## src/rtl/alu_op_sequencer_pkg.sv

```systemverilog
// Shared definitions for the ALU opcode sequencer: FSM state encoding and
// default datapath widths.
package alu_op_sequencer_pkg;

    localparam int WIDTH_DEF = 8;
    localparam int OPW_DEF   = 3;

    typedef enum logic [2:0] {
        ST_IDLE    = 3'd0,
        ST_DRIVE   = 3'd1,
        ST_CAPTURE = 3'd2,
        ST_EMIT    = 3'd3,
        ST_DONE    = 3'd4
    } seq_state_t;

endpackage

```

## src/rtl/alu_op_sequencer.sv

```systemverilog
// Steps an 8-bit combinational ALU through an opcode range on one latched
// operand set, streaming each tagged result out over valid/ready.
module alu_op_sequencer
    import alu_op_sequencer_pkg::*;
#(
    parameter int WIDTH  = WIDTH_DEF,
    parameter int OPW    = OPW_DEF,
    parameter int SETTLE = 2
) (
    input  logic             clk,
    input  logic             rst_n,
    input  logic             start,
    input  logic [WIDTH-1:0] in_a,
    input  logic [WIDTH-1:0] in_b,
    input  logic             in_cin,
    input  logic [OPW-1:0]   first_op,
    input  logic [OPW-1:0]   last_op,
    output logic [OPW-1:0]   alu_oper,
    output logic [WIDTH-1:0] alu_a,
    output logic [WIDTH-1:0] alu_b,
    output logic             alu_cin,
    input  logic [WIDTH-1:0] alu_sum,
    input  logic             alu_cout,
    output logic             res_valid,
    input  logic             res_ready,
    output logic [OPW-1:0]   res_oper,
    output logic [WIDTH-1:0] res_sum,
    output logic             res_cout,
    output logic             busy,
    output logic             done
);

    localparam int CW = (SETTLE > 1) ? $clog2(SETTLE) : 1;

    seq_state_t     state, state_next;
    logic [CW-1:0]  settle_cnt;
    logic [OPW-1:0] last_op_q;
    logic           settle_done;
    logic           last_op_hit;

    assign settle_done = (settle_cnt == CW'(SETTLE - 1));
    assign last_op_hit = (alu_oper == last_op_q);

    // NOTE: state registers use non-blocking assignments so every flop samples
    // pre-edge values regardless of process evaluation order.
    always_ff @(posedge clk or negedge rst_n) begin
        if (!rst_n) state <= ST_IDLE;
        else        state <= state_next;
    end

    // NOTE: state_next is assigned before the case so no path leaves it
    // unassigned, which would otherwise infer a latch.
    always_comb begin
        state_next = state;
        case (state)
            ST_IDLE:    if (start) state_next = ST_DRIVE;
            ST_DRIVE:   if (settle_done) state_next = ST_CAPTURE;
            ST_CAPTURE: state_next = ST_EMIT;
            ST_EMIT:    if (res_ready) state_next = last_op_hit ? ST_DONE : ST_DRIVE;
            ST_DONE:    state_next = ST_IDLE;
            default:    state_next = ST_IDLE;
        endcase
    end

    // The ALU input registers double as the latched operand set, so inputs
    // changing after start cannot disturb an ongoing sweep.
    always_ff @(posedge clk or negedge rst_n) begin
        if (!rst_n) begin
            alu_oper   <= '0;
            alu_a      <= '0;
            alu_b      <= '0;
            alu_cin    <= 1'b0;
            last_op_q  <= '0;
            settle_cnt <= '0;
            res_valid  <= 1'b0;
            res_oper   <= '0;
            res_sum    <= '0;
            res_cout   <= 1'b0;
            busy       <= 1'b0;
            done       <= 1'b0;
        end else begin
            busy <= (state_next != ST_IDLE);
            done <= (state == ST_DONE);
            case (state)
                ST_IDLE: begin
                    if (start) begin
                        alu_a      <= in_a;
                        alu_b      <= in_b;
                        alu_cin    <= in_cin;
                        alu_oper   <= first_op;
                        last_op_q  <= last_op;
                        settle_cnt <= '0;
                    end
                end
                ST_DRIVE: begin
                    if (!settle_done) settle_cnt <= settle_cnt + 1'b1;
                end
                ST_CAPTURE: begin
                    res_sum   <= alu_sum;
                    res_cout  <= alu_cout;
                    res_oper  <= alu_oper;
                    res_valid <= 1'b1;
                end
                ST_EMIT: begin
                    if (res_ready) begin
                        res_valid <= 1'b0;
                        // Opcode increment wraps naturally at 2^OPW.
                        if (!last_op_hit) begin
                            alu_oper   <= alu_oper + 1'b1;
                            settle_cnt <= '0;
                        end
                    end
                end
                default: ;
            endcase
        end
    end

endmodule

```

## config.mk

```make
export PLATFORM = sky130hd
export DESIGN_NAME = alu_op_sequencer
export DESIGN_NICKNAME = d
export VERILOG_FILES = /design/src/rtl/alu_op_sequencer_pkg.sv /design/src/rtl/alu_op_sequencer.sv
export SDC_FILE = /design/constraint.sdc
export NUM_CORES = 1
export LEC_CHECK = 0
export ABC_AREA = 1
export BUFFER_PORTS_ARGS = -buffer_cell sky130_fd_sc_hd__buf_2
export CAP_MARGIN = 10
export CORE_ASPECT_RATIO = 1.5
export CORE_MARGIN = 1.5
export CORE_UTILIZATION = 50
export DETAILED_ROUTE_END_ITERATION = 10
export PLACE_DENSITY = 0.81
export SETUP_SLACK_MARGIN = 0.02
export SYNTH_ARGS = -nofsm -noshare
export SYNTH_HDL_FRONTEND = slang
export SYNTH_SLANG_ARGS = --single-unit
```

## constraint.sdc

```tcl
create_clock -name clk -period 3.5 [get_ports clk]
set_input_delay 0.35 -clock clk [delete_from_list [all_inputs] [get_ports clk]]
set_output_delay 0.35 -clock clk [all_outputs]
set_load 0.02 [all_outputs]
```

==> impl_summary.txt <==
----------------------------------------------------
[Synthesis]
  Most used DFF post-synth ... dfrtp_1
  Count of flip-flops with a built-in enable after synthesis ... 0
  Synth Instances ... 205
  Combinational family with the most area after synthesis ... simple AND/OR/NAND/NOR gates
  Proportion of register bits with asynchronous set or reset after synthesis ... 100%
  Synth top area cells ... dfrtp_1 (56%), nand2_1 (18%), mux2_2 (3.6%), inv_1 (2.8%), mux2_4 (2.4%)
  Post-Synthesis Net Count ... around 240
  Synth Area per Inst ... 9.11 sq um
  Share of synthesized area occupied by flip-flops and latches ... 56.3%
  Count of distinct cell types in the synthesized netlist ... 21
  Number of synthesis warnings ... 0
  Synth Area in XOR/XNOR ... 0.469%
  Post-synthesis simple-gate area fraction ... 27.9%
  Yosys top cell by area ... dfrtp_1
  Top cell types by occurrence after synthesis ... nand2_1 (92), dfrtp_1 (42), inv_1 (14)
  Area share of fa/ha/maj cells after synthesis ... 0.670%
  Portion of synthesized cell area occupied by the leading cell type ... a little under three fifths
  Library cell with the highest instance count after synthesis ... nand2_1
  Multiplexer fraction of the synthesized cell area ... 6.03%
  Synthesized flop and latch total ... between 40 and 50
  Compound-gate portion of the synthesized area ... 2.68%
  Post-Synthesis Cell Area ... around 0.0019 sq mm

[STA]
  Highest achievable clock rate ... 613 MHz
  Max transition margin ... 38.9%
  Fin Hold WS ... 0.183 ns
  Final Max Slew Viols ... 0
  Count of endpoints failing setup in the final report ... 0
  Clock period minus worst slack ... between 1.5 and 2 ns
  Setup total negative slack ... 0 ns
  Setup repair after global routing missed its margin ... no
  Clock tree skew after final layout ... 0.00654 ns
  Crit share post-route ... 46.6%
  Tightest Pin Transition ... 0.916 ns
  Hold Fails Final Rpt ... 0
  Final worst setup slack ... about 1.9 ns

[Floorplan]
  I/O Pins ... between 70 and 80
  Placeable core region ... 0.00361 sq mm
  Horiz. Die Dim ... between 50 and 60 um
  DIE AREA ... between 0.004 and 0.005 sq mm
  Row cnt ... 27
  Initial core utilization ... roughly 52%
  Floorplan die height ... 77.8 um

[Worst setup path]
  Crit path kind ... flop to flop
  Arrival time of the worst setup path ... approximately 1.9 ns
  Category of the worst setup path capture point ... flop
  Startpoint class of the critical path ... flop
  Critical Path RT ... approximately 3.7 ns
  Max Fanout on Critical Path ... 23

[Drt]
  Drt drc ... 0
  DR iter-0 viols ... 65
  Pre-antenna DRT Iters ... 4
  Antenna Nets Post-Route ... 0
  Avg Vias per Cell ... 4.87
  Number of vias after detailed routing ... 1,564
  Average wire length per cell after detail routing ... 11.9 um
  Total routed wirelength ... 3830 um

[Finish]
  Final instance area ... 0.00234 sq mm
  Layout cell share with drive strength beyond 1 ... a little under two fifths
  Utilization of the core after routing ... 64.9%
  Footprint of the multi-input gates ... slightly above 700 sq um
  Count of nets after finishing ... 315
  FILL cells ... 304
  Post-synthesis to final-layout area growth ... 25.6%
  Antenna diode count ... 0
  FF+latch area ... 0.00105 sq mm

[Hold path]
  HP Class ... primary input to asynchronous set/reset pin

[Placed design]
  Count of port buffers added during placement ... 70
  Placement Setup Slack ... 1.90 ns
  Placed wire-length estimate ... ~2800 um
  Placer's final routability congestion estimate ... 0.957
  Post-DP Area ... ~0.0022 sq mm

[Power]
  Proportion of power drawn by the clock network ... 16.3%
  Logic pwr share ... a little under half
  Net switching component of the power ... 0.00100 W
  Register share of total power ... 36.7%
  Internal ... 0.00135 W
  Standby leakage power ... roughly 1.4 nW
  Fraction of power spent switching nets ... 42.7%
  Max VDD drop ... 585 uV
  Power density over the cells ... around 1000 mW/mm^2

[Clock network]
  Number of resized instances in the post-cts repair step ... 0
  Clock-pin slew on the worst setup and hold paths ... around 0.07 ns
  Clock tree from TritonCTS ... yes
  Clock buffers created by TritonCTS ... 5
  Number of buffers added for setup after CTS ... 0
  Buffer cell driving the clock tree root ... clkbuf_8
  # hold bufs at CTS ... 0
  Deepest level of the CTS H-tree ... 2
  Clk sinks ... 42
  Clock insertion delay at the later pin of the skew report ... 0.29 ns
  Maximum clock path buffer count ... 2

[Outcome]
  Result of the run ... finished, final reports clean

[GRT]
  Overflow left after global routing ... 0
  Number of antenna violations at the first check in global routing ... 0
  Largest net degree at the start of global routing ... 43
  Global-route wire length before repair ... 6290 um
  Number of global-route vias before repair ... 1,538
  Overall track demand over capacity in global routing ... 20.9%

[Flow run]
  Number of max-cap violations ... 0

----------------------------------------------------
[per-stage QoR]
step / power, W / cells
3_3_place_gp: 0.00195 / 314
5_1_grt: 0.00253 / 321
4_1_cts: 0.00237 / 321
6_report: 0.00235 / 321
2_1_floorplan: 0.00167 / 205
3_5_place_dp: 0.00198 / 314
[flip-flops by register name, indices dropped and copies added, names as in the netlist, 3 cells and up]
register,flops
last_op_q,3
alu_oper,3
res_sum,8
alu_b,8
state,3
res_oper,3
alu_a,8
[worst max-delay path, stage by stage, from the launching register on]
cell	delay, ns
dfrtp_1	0.48
nor2_2	0.17
nand3_2	0.33
inv_2	0.42
nand2_1	0.08
o21ai_1	0.08
[path summary, 6_finish.rpt]
path / from / to / slack (ns) / cells past startpoint
max: state[1]$_DFF_PN0_ / last_op_q[1]$_DFFE_PN0P_ / 1.87 / 5
min: rst_n / state[2]$_DFF_PN0_ / 0.18 / 1
max reg2reg: state[1]$_DFF_PN0_ / last_op_q[1]$_DFFE_PN0P_ / 1.87 / 5
min reg2reg: alu_a[0]$_DFFE_PN0P_ / alu_a[0]$_DFFE_PN0P_ / 0.47 / 2
max in group asynchronous: rst_n / res_sum[1]$_DFFE_PN0N_ / 2.73 / 1
min in group clk: in_b[3] / alu_b[3]$_DFFE_PN0P_ / 0.25 / 3
[layout make-up]
class	instances	area share (%)
Inverter	19	3.04
Multi-Input combinational cell	140	30.1
Tap cell	43	2.29
Clock buffer	6	3.52
Timing Repair Buffer	70	14.9
Clock inverter	1	1.28
Sequential cell	42	44.8
[power by group through the flow]
stage	Clock [W]	Sequential (W)	Combinational, W
after floorplan	0	0.00108	0.000586
after global placement	0	0.000861	0.00109
after detailed placement	0	0.000871	0.00111
after CTS	0.000388	0.000862	0.00112
after global routing	0.000405	0.000892	0.00123
final	0.000382	0.000862	0.00110
[layout by cell type (no fill, tap or decap)]
cell type | synthesis | routed
inv_1 | 14 | 14
buf_2 | 1 | 70
clkbuf_8 | 0 | 6
ha_1 | 1 | 1
bufinv_16 | 0 | 1
nand3_1 | 7 | 7
nand2_2 | 5 | 5
o21ai_0 | 7 | 7
nand4_2 | 1 | 1
o21ai_1 | 3 | 3
mux2_4 | 3 | 3
nor2_2 | 1 | 1
dfrtp_1 | 42 | 42
inv_2 | 5 | 5
nor2_4 | 2 | 2
xnor2_1 | 1 | 1
nand2_1 | 92 | 92
mux2_2 | 6 | 6
nor3_1 | 1 | 1
nand3_4 | 1 | 1
nor2_1 | 7 | 7
nand3_2 | 2 | 2
[layer usage]
| metal | GRT usage, % | wire length [um] | vias up |
|---|---|---|---|
| met2 | 35.1 | 2010 | 53 |
| met4 | 12.6 | 149 | 0 |
| met1 | 22.4 | 1460 | 720 |
| met3 | 5.58 | 214 | 13 |
| li1 | - | - | 778 |
| met5 | 0 | 0 | - |
[kinds of logic (layout without fill, tap and decap cells)]
group	after synthesis	in the layout
and+or+nand+nor	119	119
DFF	42	42
buffers and inverters	23	96
AOI/OAI and AO/OA	10	10
muxes	9	9
adders and majority gates	1	1
xor gates and xnor gates	1	1
Note: power is estimated with default switching activity, not from simulation.
